<file path="src/rtl/motion_executor.sv">
// motion_executor
// ---------------
// Turns one motion command from the decision stage into wheel drive signals.
// The block latches the command and runs it for dur x TICK_DIV clock cycles.
// During the run the wheel enables are PWM-modulated. When the run ends
// normally, cmd_done pulses for one cycle so that upstream can advance.
//
// Command interface (level-based, no valid/ready pair):
//   A command counts as "valid" when its type is not STOP and motion_speed
//   is not 0. In IDLE, a valid command is latched at the next edge. During
//   RUN the latched copy is used and later input changes are ignored. The one
//   exception is a STOP type, which aborts the run with no cmd_done. A valid
//   command that is still present after DONE is latched again. To prevent
//   that repeat, upstream must change the command or pause during the
//   cmd_done cycle.
//
// Parameters:
//   TICK_DIV  clk cycles per duration tick (>= 2)
//   TICK_W    prescaler width, 2**TICK_W >= TICK_DIV
//
// Ports:
//   clk             system clock, rising edge
//   rst             asynchronous active-high reset
//   motion_command  [9:8] type (00 stop, 01 fwd, 10 left, 11 right),
//                   [7:0] duration in ticks
//   motion_speed    duty in eighths (0..7)
//   left_en/right_en    wheel PWM enables
//   left_dir/right_dir  wheel directions (1 = forward), 0 outside RUN
//   busy            high while in RUN
//   cmd_done        one-cycle pulse on normal completion
//   dbg_state       current FSM state (0 IDLE, 1 RUN, 2 DONE)
module motion_executor #(
  parameter int TICK_DIV = 1000,
  parameter int TICK_W   = 10
) (
  input  logic       clk,
  input  logic       rst,
  input  logic [9:0] motion_command,
  input  logic [2:0] motion_speed,
  output logic       left_en,
  output logic       right_en,
  output logic       left_dir,
  output logic       right_dir,
  output logic       busy,
  output logic       cmd_done,
  output logic [1:0] dbg_state
);

  typedef enum logic [1:0] {
    S_IDLE = 2'd0,
    S_RUN  = 2'd1,
    S_DONE = 2'd2
  } state_t;

  localparam logic [1:0] TYPE_STOP  = 2'b00;
  localparam logic [1:0] TYPE_LEFT  = 2'b10;
  localparam logic [1:0] TYPE_RIGHT = 2'b11;
  localparam logic [TICK_W-1:0] PRE_MAX = TICK_W'(TICK_DIV - 1);

  state_t            r_state,  w_state_nx;
  logic [1:0]        r_type,   w_type_nx;
  logic [7:0]        r_dur,    w_dur_nx;
  logic [2:0]        r_speed,  w_speed_nx;
  logic [TICK_W-1:0] r_pre,    w_pre_nx;
  logic [2:0]        r_pwm,    w_pwm_nx;
  logic              r_en,     w_en_nx;
  logic              r_ldir,   w_ldir_nx;
  logic              r_rdir,   w_rdir_nx;
  logic              w_run_nx;

  always_comb begin
    w_state_nx = r_state;
    w_type_nx  = r_type;
    w_dur_nx   = r_dur;
    w_speed_nx = r_speed;
    w_pre_nx   = r_pre;
    w_pwm_nx   = r_pwm + 3'd1;
    case (r_state)
      S_IDLE: begin
        if (motion_command[9:8] != TYPE_STOP && motion_speed != 3'd0) begin
          w_type_nx  = motion_command[9:8];
          w_dur_nx   = motion_command[7:0];
          w_speed_nx = motion_speed;
          w_pre_nx   = '0;
          w_state_nx = S_RUN;
        end
      end
      S_RUN: begin
        if (motion_command[9:8] == TYPE_STOP) begin
          // Upstream pause: abort without completion.
          w_state_nx = S_IDLE;
        end else if (r_dur == 8'd0) begin
          // Zero-length command: finish immediately and do not drive the wheels.
          w_state_nx = S_DONE;
        end else if (r_pre == PRE_MAX) begin
          w_pre_nx = '0;
          w_dur_nx = r_dur - 8'd1;
          if (r_dur == 8'd1) w_state_nx = S_DONE;
        end else begin
          w_pre_nx = r_pre + 1'b1;
        end
      end
      S_DONE:  w_state_nx = S_IDLE;
      default: w_state_nx = S_IDLE;
    endcase

    // Wheel outputs are computed from next-state values and then registered.
    // This makes them glitch-free and lines them up with the state register.
    w_run_nx  = (w_state_nx == S_RUN);
    w_en_nx   = w_run_nx && (w_dur_nx != 8'd0) && (w_pwm_nx < w_speed_nx);
    w_ldir_nx = w_run_nx && (w_type_nx != TYPE_LEFT);
    w_rdir_nx = w_run_nx && (w_type_nx != TYPE_RIGHT);
  end

  always_ff @(posedge clk or posedge rst) begin
    if (rst) begin
      r_state <= S_IDLE;
      r_type  <= 2'd0;
      r_dur   <= 8'd0;
      r_speed <= 3'd0;
      r_pre   <= '0;
      r_pwm   <= 3'd0;
      r_en    <= 1'b0;
      r_ldir  <= 1'b0;
      r_rdir  <= 1'b0;
    end else begin
      r_state <= w_state_nx;
      r_type  <= w_type_nx;
      r_dur   <= w_dur_nx;
      r_speed <= w_speed_nx;
      r_pre   <= w_pre_nx;
      r_pwm   <= w_pwm_nx;
      r_en    <= w_en_nx;
      r_ldir  <= w_ldir_nx;
      r_rdir  <= w_rdir_nx;
    end
  end

  assign left_en   = r_en;
  assign right_en  = r_en;
  assign left_dir  = r_ldir;
  assign right_dir = r_rdir;
  assign busy      = (r_state == S_RUN);
  assign cmd_done  = (r_state == S_DONE);
  assign dbg_state = r_state;

endmodule

</file>
<file path="config.mk">
export PLATFORM = sky130hd
export DESIGN_NAME = motion_executor
export DESIGN_NICKNAME = d
export VERILOG_FILES = /design/src/rtl/motion_executor.sv
export SDC_FILE = /design/constraint.sdc
export NUM_CORES = 1
export LEC_CHECK = 0
export BUFFER_PORTS_ARGS = -buffer_cell sky130_fd_sc_hd__clkbuf_2
export CELL_PAD_IN_SITES_DETAIL_PLACEMENT = 1
export CELL_PAD_IN_SITES_GLOBAL_PLACEMENT = 1
export CORE_MARGIN = 2
export CORE_UTILIZATION = 40
export CTS_BUF_LIST = sky130_fd_sc_hd__clkbuf_16
export CTS_CLUSTER_DIAMETER = 200
export DETAILED_ROUTE_END_ITERATION = 10
export PLACE_DENSITY_LB_ADDON = 0.1
export SYNTH_ARGS = -nofsm -noshare
export SYNTH_HDL_FRONTEND = slang
export SYNTH_SLANG_ARGS = --single-unit
export TNS_END_PERCENT = 1
</file>
<file path="constraint.sdc">
create_clock -name clk -period 5.13 [get_ports clk]
set_input_delay 1.026 -clock clk [delete_from_list [all_inputs] [get_ports clk]]
set_output_delay 1.026 -clock clk [all_outputs]
set_load 0.1 [all_outputs]
</file>
# Word level (Yosys, flattened, before mapping)
# Cells that the tools add are included.
[word_totals]
ff_bits = 31
inputBits = 15
out_inout_bits = 8
elab_cells = 56
[op_classes]
n_addsub = 3
magnitude_cmp = 1
eq_ne = 10
muxes = 20
n_reduce_logical = 13
[op_table]
columns = ["op", "n"]
rows = [
  ["two-way mux 10 bit", 4],
  ["two-way mux 8 bit", 4],
  ["case mux 10 bit (2 select lines)", 1],
  ["case mux 8 bit (2 select lines)", 1],
  ["two-way mux 2 bit", 7],
  ["adder 10 x 1 -> 10 bit (second input constant)", 1],
  ["== test 10 bit (second input constant)", 1],
  ["inequality test 2 bit (second input constant)", 5],
  ["== test 8 x 1 -> 1 bit (second input constant)", 1],
  ["logical NOT 8 bit", 1],
  ["nonzero test 8 bit", 1],
  ["subtractor 8 x 1 -> 8 bit (second input constant)", 1],
  ["two-way mux 3 bit", 2],
  ["logical AND 1 bit", 5],
  ["== test 2 x 1 -> 1 bit (second input constant)", 2],
  ["logical NOT 2 bit", 2],
  ["case mux 2 bit (2 select lines)", 1],
  ["AND reduction 4 bit", 1],
  ["nonzero test 2 bit", 2],
  ["adder 3 x 1 -> 3 bit (second input constant)", 1],
  ["< comparator 3 bit", 1],
  ["nonzero test 3 bit", 1],
  ["== test 2 bit (second input constant)", 1],
]

# Logic depth before layout (Yosys ltp)
[logic_depth]
word_depth = 9
depth_mapped = 9
depth_no_buf = 8

# Worst setup path after synthesis
# OpenSTA, ideal clock, no wires.
[synth_timing]
path_type = "register to output"
startpoint = "register r_state[1] (netlist: dbg_state[1])"
endpoint = "output port cmd_done"
arrival_ps = 2428
required_ps = 4104
slack_ps = 1676
path_stages_with_launch = 2
n_path_buf = 0
path_cell_list = "dfrtp_1 nor2b_1"
[synth_between]
elab_chain_len = 1
[synth_lines]
columns = ["item", "line", "text"]
rows = [
  ["start: declaration", "60", "state_t r_state, w_state_nx;"],
  ["start signal: assignment", "127", "r_state <= w_state_nx;"],
  ["== test 2 bit", "144", "assign cmd_done = (r_state == S_DONE);"],
  ["end: declaration", "45", "output logic cmd_done,"],
]
# Every way passes these cells.

# Final worst setup path
[layout_timing]
startpoint = "input port motion_speed[2]"
endpoint = "register r_pre[2]"
[layout_between]
elab_chain_len = 4
[layout_lines]
columns = ["item", "line", "text"]
rows = [
  ["start: declaration", "39", "input logic [2:0] motion_speed,"],
  ["nonzero test 3 bit", "80", "if (motion_command[9:8] != TYPE_STOP && motion_speed != 3'd0) begin"],
  ["logical AND 1 bit", "80", ""],
  ["inequality test 2 bit (no line)", "--", ""],
  ["AND reduction 4 bit (no line)", "--", ""],
  ["end signal: assignment", "131", "r_pre <= w_pre_nx;"],
  ["end: declaration", "64", "logic [TICK_W-1:0] r_pre, w_pre_nx;"],
]
# Every way passes these cells.
# A chain may end at the register's enable or synchronous reset.

==> reports/metrics.yaml <==
placement:
  gpl.final_weighted_congestion: 0.8194
  pre_cts_slack_ns: 1.858
  post-place-cells: 266
  port_buffers: 22
  detailed_place.area_mm2: 0.001979
  place.detailed.hpwl_um: 3654
grt:
  grt_start_max_net_pins: 32
  global_route_wire_length_before_repair_um: 8438
  initial_antenna_violation_count: 0
  grt.overflow.total: 0
  grt_usage: 0.2125
  grt_pass1_vias: 1674
finish:
  antennaDiodeCount: 0
  synthToLayoutAreaGrowth_pct: 16.57
  stdcell_area_mm2: 0.002121
  layout-drive-gt1-share: 0.1847
  final_nets: 242
  stdcell_count: 274
  fill_cell_count: 497
cts:
  cts-hold-fix-buffers: 0
  max-clock-path-buffers: 2
  numClockSinks: 31
  cts_resized: 0
  cts.htree.levels: 2
  clockRootBuffer: "clkbuf_16"
  clkSlewWorstSetupHoldPaths_ns: 0.05
  worstSkewPairLatency_ns: 0.27
  tritoncts_buffers: 5
  cts_setup_buffers: 0
  tritoncts: "built"
yosys:
  share_of_the_synthesized_area_in_the_top_cell_type: 0.4264
  synth.yosys.seq_area_share: 0.4264
  yosys.cell_count.top_type: "dfrtp_1"
  synth_seq_cells: 31
  synth_top_flop_cell: "dfrtp_1"
  synth.net_count: 217
  synth_common_cells: "dfrtp_1, nand2_1, o21ai_0"
  synth_warnings: 0
  yosysUniqueCellTypes: 55
  syn_inst_count: 196
  async_reset_ff_frac: 1.000
  synth_largest_area_cell: "dfrtp_1"
  number_of_enable_type_register_cells_in_the_synthesized_netlist: 0
  post_synth.cell_area_avg_um2: 9.282
  synth_area_mm2: 0.001819
  area_contributors_post_synth: "dfrtp_1, o21ai_0, nand2_1, ha_1, inv_1"
timing:
  relSlewSlack: 0.3881
  worstMarginPinSlew_ns: 0.9144
  finalCritPeriodShare: 0.5863
  unrepaired_setup_endpoints_after_global_routing: "false"
  fmaxAchievable_mhz: 332.5
  setup_viol: 0
  hold_viol: 0
  worst_slack_ns: 2.122
  worst_hold_check_slack_ns: 0.4504
  final_tns_setup_ns: 0
  fin_skew_ns: 0.003298
  fin_max_slew_vios: 0
  finalWorstPathRequiredPeriod_ns: 3.008
floorplanning:
  die_height_um: 71.44
  die_area_mm2: 0.005104
  floorplan.die.width_um: 71.44
  fp-row-count: 24
  core_area_mm2: 0.004354
  top_ports: 23
  initial_core_util: 0.4178
setup_path:
  criticalPathCategory: "input pin to register"
  arr_time_crit_path_ns: 3.16
  worst_r2r_path_depth: 5
  timing.critical_path.from_type: "input pin"
  timing.critical_path.fanout_max: 15
  worst_setup_path_end_kind: "register"
  req_time_crit_path_ns: 5.28
drt:
  routedWlPerCell_um: 18.12
  detail-route-antenna-nets: 0
  drt_pre_antenna_iters: 4
  drc: 0
  num_vias: 1615
  routed_wirelength_um: 4966
  routed_via_density: 5.894
  detail_route.iter0.violations: 157
power_and_ir_drop:
  static-leakage-power_nw: 0.9582
  irDropWorstVdd_mv: 0.2935
  power.density_cell_area_mw_per_mm2: 628.3
flow_run:
  cap_violations: 0
outcome:
  status: "finished, final reports clean"
hold_path:
  hold_class: "register to register"
  whs_path_depth: 1
[report_power, final]
part / internal [W] / switching, W
sequential: 0.000323 / 0.0000779
clock: 0.000177 / 0.000104
combinational: 0.000173 / 0.000478
total: 0.000672 / 0.000660
[layout make-up]
| cell class | instances | area [µm²] | area share |
|---|---|---|---|
| Inverter | 16 | 60.06 | 0.02832 |
| Sequential cell | 31 | 775.7 | 0.3658 |
| Clock inverter | 3 | 16.27 | 0.007670 |
| Timing Repair Buffer | 23 | 117.6 | 0.05546 |
| Multi-Input combinational cell | 144 | 960.9 | 0.4531 |
| Tap cell | 52 | 65.06 | 0.03068 |
| Clock buffer | 5 | 125.1 | 0.05900 |
[final timing paths]
kind,from,to,slack (ns)
min in group asynchronous,rst,r_speed[2],0.81
worst min-delay path,r_pwm[0],r_pwm[0],0.45
max in group asynchronous,rst,r_dur[3],4.03
worst max register to register,r_dur[4],r_pre[2],2.49
worst min register to register,r_pwm[0],r_pwm[0],0.45
worst max-delay path,motion_speed[2],r_pre[2],2.12
[worst max-delay path: stages]
cell	delay (ns)
clkbuf_2	0.10
o32a_1	0.43
and2_1	0.38
nor2_1	0.78
or2_2	0.32
o21ai_0	0.11
[metrics by stage]
stage	util	power, W
global route	0.4871	0.001424
finish	0.4871	0.001332
global placement	0.4546	0.001026
detailed placement	0.4546	0.001047
floorplan	-	0.0008982
CTS	0.4871	0.001337
[sequential cells by signal, summed over array words and instances (netlist names)]
signal / count
right_dir: 1
r_pre: 10
dbg_state: 2
left_dir: 1
left_en: 1
r_type: 2
r_dur: 8
r_speed: 3
r_pwm: 3
[logic make-up (layout without fill, tap and decap cells)]
logic type      after synthesis  in the layout  synth area share
buf+inv                      21             47           0.04539
compound gates               58             58            0.2256
simple gates                 72             72            0.2187
flops                        31             31            0.4264
fa+ha+maj                     6              6           0.04126
xor+xnor                      3              3           0.01445
mux                           5              5           0.02820
[layout by cell type, fill, tap and decap left out, types with 2 or more instances in the layout]
cell / count
nand2b_1: 3
a22oi_1: 3
or4_1: 2
o21ai_0: 16
o31ai_1: 6
clkbuf_16: 5
nand2_1: 21
nor2b_1: 2
nor3_1: 6
or2_2: 2
dfrtp_1: 31
a32oi_1: 2
ha_1: 6
inv_1: 16
and3_1: 2
nand4bb_1: 2
a21oi_1: 4
nand3_1: 5
o41ai_1: 3
nor2_1: 12
a21boi_0: 4
a211oi_1: 4
a311oi_1: 2
nor4_1: 4
mux2i_1: 4
clkbuf_2: 22
xnor2_1: 2
or3_1: 2
[routing by layer]
layer | vias to the layer above | share of wire | routed length [µm] | track usage
li1 | 776 | - | - | -
met1 | 799 | 0.47 | 2329 | 0.2997
met2 | 31 | 0.47 | 2347 | 0.3313
met3 | 9 | 0.046 | 227 | 0.05204
met4 | 0 | 0.012 | 61 | 0.05031
met5 | - | 0 | 0 | 0
Power figures use the tool's default switching activity.
